--- src/rtl/execute_stage.sv ---
// Execute stage of the 5-stage RV32I pipeline: operand forwarding, ALU,
// branch/jump resolution, PC target generation and an iterative shift-add
// multiplier that holds the E instruction while it runs.
module execute_stage #(
    parameter int unsigned BITS_PER_CYCLE = 1
) (
    input  logic        clk,
    input  logic        rst,
    input  logic [2:0]  ALUControlE,
    input  logic        ALUSrcE,
    input  logic        LUIInstrE,
    input  logic [2:0]  BranchE,
    input  logic [1:0]  JumpE,
    input  logic        MulE,
    input  logic [31:0] RD1E,
    input  logic [31:0] RD2E,
    input  logic [31:0] PCE,
    input  logic [31:0] ExtImmE,
    input  logic [31:0] PCPlus4E,
    input  logic [1:0]  ForwardAE,
    input  logic [1:0]  ForwardBE,
    input  logic [31:0] ALUResultM,
    input  logic [31:0] ResultW,
    output logic [31:0] ALUResultE,
    output logic [31:0] WriteDataE,
    output logic [31:0] PCTargetE,
    output logic        PCSrcE,
    output logic        MulBusyE
);

    localparam int unsigned B = BITS_PER_CYCLE;
    localparam int unsigned N = 32 / BITS_PER_CYCLE;
    localparam logic [5:0] CntLast = 6'(N - 1);

    typedef enum logic [1:0] {StIdle, StBusy, StDone} mulState_t;

    mulState_t   mulStateQ, mulStateD;
    logic [31:0] mcandQ, mcandD;
    logic [31:0] mplierQ, mplierD;
    logic [31:0] accQ, accD;
    logic [5:0]  cntQ, cntD;
    logic        mulBusy;

    logic [31:0] fwdA, fwdB, srcA, srcB;
    logic [31:0] aluResult, jalrSum, partProd;
    logic        isEq, isLt, isLtu, branchTaken, isJump;

    // Forwarding muxes; 00 and 11 both select the register file value.
    always_comb begin
        unique case (ForwardAE)
            2'b01:   fwdA = ResultW;
            2'b10:   fwdA = ALUResultM;
            default: fwdA = RD1E;
        endcase
        unique case (ForwardBE)
            2'b01:   fwdB = ResultW;
            2'b10:   fwdB = ALUResultM;
            default: fwdB = RD2E;
        endcase
        srcA       = fwdA;
        srcB       = ALUSrcE ? ExtImmE : fwdB;
        WriteDataE = fwdB;
    end

    // ALU.
    always_comb begin
        unique case (ALUControlE)
            3'b000:  aluResult = srcA + srcB;
            3'b001:  aluResult = srcA - srcB;
            3'b010:  aluResult = srcA & srcB;
            3'b011:  aluResult = srcA | srcB;
            3'b100:  aluResult = srcA ^ srcB;
            3'b101:  aluResult = {31'b0, $signed(srcA) < $signed(srcB)};
            3'b110:  aluResult = {31'b0, srcA < srcB};
            default: aluResult = srcA << srcB[4:0];
        endcase
    end

    // Branch compare always uses the forwarded registers, never the immediate.
    always_comb begin
        isEq  = (fwdA == fwdB);
        isLt  = ($signed(fwdA) < $signed(fwdB));
        isLtu = (fwdA < fwdB);
        unique case (BranchE)
            3'b001:  branchTaken = isEq;
            3'b010:  branchTaken = !isEq;
            3'b011:  branchTaken = isLt;
            3'b100:  branchTaken = !isLt;
            3'b101:  branchTaken = isLtu;
            3'b110:  branchTaken = !isLtu;
            default: branchTaken = 1'b0;
        endcase
        isJump    = (JumpE == 2'b01) || (JumpE == 2'b10);
        jalrSum   = srcA + ExtImmE;
        PCTargetE = (JumpE == 2'b10) ? {jalrSum[31:1], 1'b0} : PCE + ExtImmE;
        // A MUL never redirects, whatever the branch/jump fields hold.
        PCSrcE    = (isJump || branchTaken) && !MulE;
    end

    // Result select: LUI, then a finished product, then link address, then ALU.
    always_comb begin
        if (LUIInstrE)                ALUResultE = ExtImmE;
        else if (mulStateQ == StDone) ALUResultE = accQ;
        else if (isJump)              ALUResultE = PCPlus4E;
        else                          ALUResultE = aluResult;
    end

    // Partial product of the multiplicand and the low B multiplier bits.
    always_comb begin
        partProd = '0;
        for (int unsigned i = 0; i < B; i++) begin
            if (mplierQ[i]) partProd = partProd + (mcandQ << i);
        end
    end

    // Multiplier next state; busy rises combinationally on the start cycle.
    always_comb begin
        mulStateD = mulStateQ;
        mcandD    = mcandQ;
        mplierD   = mplierQ;
        accD      = accQ;
        cntD      = cntQ;
        mulBusy   = 1'b0;
        unique case (mulStateQ)
            StIdle: begin
                if (MulE) begin
                    mcandD    = srcA;
                    mplierD   = srcB;
                    accD      = '0;
                    cntD      = '0;
                    mulBusy   = 1'b1;
                    mulStateD = StBusy;
                end
            end
            StBusy: begin
                accD    = accQ + partProd;
                mcandD  = mcandQ << B;
                mplierD = mplierQ >> B;
                cntD    = cntQ + 6'd1;
                mulBusy = 1'b1;
                if (cntQ == CntLast) mulStateD = StDone;
            end
            StDone:  mulStateD = StIdle;
            default: mulStateD = StIdle;
        endcase
    end

    // Busy is masked while reset is held so a pending MulE cannot stall the pipe.
    assign MulBusyE = mulBusy && rst;

    // Multiplier state registers.
    always_ff @(posedge clk or negedge rst) begin
        if (!rst) begin
            mulStateQ <= StIdle;
            mcandQ    <= '0;
            mplierQ   <= '0;
            accQ      <= '0;
            cntQ      <= '0;
        end else begin
            mulStateQ <= mulStateD;
            mcandQ    <= mcandD;
            mplierQ   <= mplierD;
            accQ      <= accD;
            cntQ      <= cntD;
        end
    end

endmodule

--- config.mk ---
export PLATFORM = sky130hd
export DESIGN_NAME = execute_stage
export DESIGN_NICKNAME = d
export VERILOG_FILES = /design/src/rtl/execute_stage.sv
export SDC_FILE = /design/constraint.sdc
export NUM_CORES = 1
export LEC_CHECK = 0
export CELL_PAD_IN_SITES_DETAIL_PLACEMENT = 0
export CELL_PAD_IN_SITES_GLOBAL_PLACEMENT = 1
export CORE_MARGIN = 5
export CORE_UTILIZATION = 42
export DETAILED_ROUTE_END_ITERATION = 10
export PLACE_DENSITY = 0.85
export SYNTH_ARGS = -nofsm -noshare
export SYNTH_HDL_FRONTEND = slang
export SYNTH_SLANG_ARGS = --single-unit
--- constraint.sdc ---
create_clock -name clk -period 11.5 [get_ports clk]
set_clock_uncertainty 0.1 [all_clocks]
set_input_delay 2.3 -clock clk [delete_from_list [all_inputs] [get_ports clk]]
set_output_delay 2.3 -clock clk [all_outputs]
set_load 0.01 [all_outputs]
### Yosys cells after proc, flatten, opt, wreduce, memory -nomap -nowiden

Cells that the tools add are included.

| storage, ports and cells | value |
|---|---|
| register bits after elaboration | 104 |
| input port bits | 241 |
| output and inout bits | 98 |
| word-level logic and storage cells | 79 |

| operators by class | value |
|---|---|
| add/sub/neg operators | 6 |
| magnitude comparators | 4 |
| eq/ne operators | 24 |
| shifts and indexed selects | 1 |
| mux-type cells | 23 |
| bitwise gates (word level) | 3 |
| reductions and logical operators | 13 |

Operator list:

| kind | number |
|---|---|
| one-hot mux 32 bit (2 select lines) | 5 |
| two-way mux 32 bit | 9 |
| one-hot mux 32 bit (7 select lines) | 1 |
| adder 32 bit | 4 |
| < comparator 32 bit | 4 |
| AND 32 bit | 1 |
| equality test 32 bit | 1 |
| bitwise OR 32 bit | 1 |
| << shifter 32 x 5 -> 32 bit | 1 |
| subtractor 32 bit | 1 |
| bitwise XOR 32 bit | 1 |
| equality test 3 bit (second input constant) | 6 |
| equality test 3 x 2 -> 1 bit (second input constant) | 4 |
| one-hot mux 6 bit (2 select lines) | 1 |
| equality test 2 x 1 -> 1 bit (second input constant) | 4 |
| equality test 2 bit (second input constant) | 4 |
| adder 6 x 1 -> 6 bit (second input constant) | 1 |
| equality test 3 x 1 -> 1 bit (second input constant) | 2 |
| equality test 6 x 5 -> 1 bit (second input constant) | 1 |
| two-way mux 6 bit | 1 |
| one-hot mux 1 bit (6 select lines) | 1 |
| zero test 1 bit | 4 |
| two-way mux 2 bit | 2 |
| inequality test 2 bit (second input constant) | 2 |
| 9 further kinds | 12 |

### Logic depth before layout (Yosys ltp)

| logic depth | value |
|---|---|
| depth in word-level cells | 8 |
| mapped depth | 23 |
| depth with buffers taken out | 19 |

### Worst setup path after synthesis

OpenSTA, ideal clock, no wires.

| timing | value |
|---|---|
| path type | input-to-output |
| start | input port ForwardBE[0] |
| end | output port ALUResultE[27] |
| arrival | 6604 ps |
| data required time | 9100 ps |
| setup slack | 2496 ps |
| cell stages on the path | 20 |
| path buffers | 3 |
| path through | inv_1 > ha_1 > buf_2 > a221o_1 > o21ai_1 > o21ai_1 > buf_2 > buf_1 > ha_1 > o21bai_1 > a21o_2 > a21o_4 > nand4_4 > a311oi_2 > a32oi_1 > or4_1 > o311a_1 > or3_1 > a31oi_1 > o21ai_1 |

| between the ends | value |
|---|---|
| cells in the longest elaborated chain, start to end | 8 |
| elaborated cells on any way between the ends | 14 |
| those cells by class | add/sub (2); eq/ne (2); shift (1); mux (6); bitwise (3) |

Ends and longest elaborated chain:

| element | line | text |
|---|---|---|
| start, declared | 21 | `input logic [1:0] ForwardBE,` |
| equality test 2 bit or equality test 2 x 1 -> 1 bit (tied branches) | 55 | `unique case (ForwardBE)` |
| one-hot mux 32 bit (2 select lines) (*) | 55 |  |
| two-way mux 32 bit (*) | 61 | `srcB = ALUSrcE ? ExtImmE : fwdB;` |
| subtractor 32 bit (tied with other cells) | 69 | `3'b001: aluResult = srcA - srcB;` |
| one-hot mux 32 bit (7 select lines) (*) | 67 | `unique case (ALUControlE)` |
| two-way mux 32 bit (*) | 104 | `else if (isJump) ALUResultE = PCPlus4E;` |
| two-way mux 32 bit (*) | 103 | `else if (mulStateQ == StDone) ALUResultE = accQ;` |
| two-way mux 32 bit (*) | 102 | `if (LUIInstrE) ALUResultE = ExtImmE;` |
| end, declared | 24 | `output logic [31:0] ALUResultE,` |

Every way passes the cells marked *; elsewhere a longest branch is shown, timed or not.

### Final worst setup path

| timing | value |
|---|---|
| start | input port ForwardBE[0] |
| end | output port ALUResultE[20] |

Same word-level chain as after synthesis.

==> reports/qor.yml <==
status: "finished, final reports clean"
yosys_most_used_dff: "dfrtp_1"
row_count: 77
detail_route.wl_per_cell_um: 26.4
design_area_um2: 22900
rr_startpoint: "mplierQ[0]"
cts.sinks: 104
setup_viol: 0
worstPathCellList: "clkdlybuf4s50_1, inv_1, ha_1, buf_4, a221o_1, o21ai_0, nor2_1, a21oi_1, inv_1, ha_1, and3_1, and3_1, a221oi_1, a211o_1, a21boi_1, o31ai_1, o41ai_1, xnor2_1, a211oi_1, a2bb2oi_1, o21ai_1, clkdlybuf4s50_1"
critical-path-max-stage-delay_ns: 0.58
p_per_area_nw_per_um2: 142
first_pass_iters: 6
drc: 0
clk_transition_reported_paths_ns: 0.08
yosysUniqueCellTypes: 87
placedInstanceArea_um2: 22600
syn_area_um2: 18500
arrival_ns: 8.39
postSynthCellCount: 2621
fin_total_pwr_mw: 3.24
reg2reg_slack_ns: 7.13
die_h_um: 220
clk_latency_ns: 0.39
finalCritPeriodShare_pct: 93.8
htree_num_levels: 3
ant_nets: 0
first_global_vias: 21431
routed_wl_um: 91700
ios: 339
critPathCaptureType: "output pin"
cellLeakagePower_nw: 9.94
nFillCells: 4406
vdd_drop_max_v: 0.000120
crit_required_ns: 9.10
min_path_cells: 1
syn_nets: 3102
synth_edf_count: 0
drive_above_1_share_pct: 4.68
dp_hpwl_um: 73600
port_buffers: 338
gr-total-overflow: 0
min-delay-start: "cntQ[5]"
reg2reg_to: "accQ[30]"
synth_area_leaders: "ha_1, dfrtp_1, a21oi_1, o21ai_0, nand2_1"
viasPerCell: 6.40
grt_pass1_wl_um: 134000
rsz0062_at_grt: "no"
crit_type: "primary input to output pin"
core_area_um2: 43900
ctsHoldBuffers: 0
worstHoldEndpoint: "cntQ[5]"
cts_buffer_depth: 2
netlist.area_leader.share_pct: 15.9
grt_antenna_before_repair: 4
min_period_ns: 10.79
fin_util_pct: 52.1
syn_area_per_cell_um2: 7.07
synth.most_common_cell: "a21oi_1"
synth_seq_area_share_pct: 14.0
grt_use_total_pct: 36.3
globalplace.congestion: 1.05
multi_input_area_um2: 14700
drt_iter0_markers: 2307
relSlewSlack_pct: 24.4
cts_tree: "done"
seq_area_um2: 2600
finalWorstSetupSlack_ns: 0.714
slew_violations: 0
max_freq_mhz: 92.7
cts_setup_buffers: 0
slowest_stage: "a221oi_1"
ys_async_sr_fraction_pct: 100
r2r_cells: 14
cts_buffers: 9
synth_area_leader_cell: "ha_1"
cts_root_buf: "clkbuf_16"
hold_path.class: "flip-flop to flip-flop"
cp-start-kind: "primary input"
hold_viol: 0
synth-seq-cells: 104
worst-slew-pin-transition_ns: 1.13
vias: 22240
area_growth_pct: 23.3
fin_nets: 3360
maxCapViolations: 0
start_util_pct: 42.2
place_ws_ns: 0.882
dieWidth_um: 220
grt_start_max_net_pins: 90
worst-path-max-fanout: 24
synth_warnings: 0
post_cts_resized: 0
ys_top_cells_by_count: "a21oi_1, o21ai_0, ha_1, nand2_1, nor2_1"
fin_setup_tns_ns: 0
dieArea_um2: 48400
[layout by cell type, fill, tap and decap left out, types with 31 or more instances in the layout]
master	Yosys	layout
nand2_1	218	217
nand3_1	53	53
inv_1	149	149
xor2_1	39	39
a21oi_1	280	279
a211oi_1	33	33
o21ai_1	62	60
mux2i_1	44	44
o21ai_0	255	255
nand2b_1	31	31
buf_4	1	71
xnor2_1	61	61
dfrtp_1	104	104
ha_1	235	234
a22oi_1	99	99
a31oi_1	32	32
clkdlybuf4s50_1	0	334
nor3_1	58	58
o21bai_1	32	32
a221o_1	46	46
a21o_1	46	46
and2_1	37	37
nor2_1	199	198
[cell families after synthesis]
group / count (synthesis) / synth area share, %
AO/OA/AOI/OAI: 1075 / 36.8
adder cells (fa/ha/maj): 240 / 16.4
AND/OR/NAND/NOR: 729 / 18.6
multiplexers: 51 / 2.80
buffers and inverters: 322 / 6.65
flip-flops: 104 / 14.0
XOR/XNOR: 100 / 4.72
[stage by stage]
stage                     instances  hold WS [ns]
after floorplan                2621         0.348
final                          3477         0.389
after global placement         3460         0.370
after CTS                      3476         0.401
after detailed placement       3460         0.383
after global routing           3477         0.418
[metal layers]
metal / up-vias / global-route usage, % / share of wire [%]
li1: 10198 / - / -
met5: - / 0 / 0.031
met1: 10684 / 45.6 / 40
met3: 238 / 5.40 / 6.9
met2: 1116 / 60.9 / 47
met4: 4 / 17.8 / 5.9
[final cells by class]
cell class	instances	share of cell area [%]
diodes	1	0.0109
clock buffers	10	1.00
clock inverters	6	0.235
inverters	161	2.64
multi-input cells	2195	64.5
flip-flops and latches	104	11.4
well taps	592	3.24
repair buffers	408	17.0
[worst max-delay path by stage]
stage / start / end / slack [ns] / depth (start not counted)
final: ForwardBE[0] / ALUResultE[20] / 0.71 / 22
after CTS: ForwardBE[0] / ALUResultE[20] / 0.88 / 22
after global routing: ForwardBE[0] / ALUResultE[31] / 0.31 / 22
after detailed placement: ForwardBE[0] / ALUResultE[20] / 0.88 / 22
after global placement: ForwardBE[0] / ALUResultE[20] / 0.91 / 22
after floorplan: ForwardBE[0] / ALUResultE[27] / 2.50 / 20
[worst max-delay path, delay by kind of cell]
family / cells / cell delay (ns)
adder cells (fa/ha/maj): 2 / 0.74
AO/OA/AOI/OAI: 11 / 3.13
XOR/XNOR: 1 / 0.18
AND/OR/NAND/NOR: 3 / 0.50
buffers and inverters: 5 / 1.50
[where the power goes]
part           switching, mW  total, mW  internal, mW
registers              0.159      0.690         0.531
logic                   1.31       2.22         0.916
clock network          0.178      0.330         0.152
[state kept, by name, summed over array words and instances (netlist names)]
name and flops:
accQ 32, mcandQ 32, mplierQ 32, cntQ 6, mulStateQ 2
No activity file was read; power rests on OpenSTA's default activity.
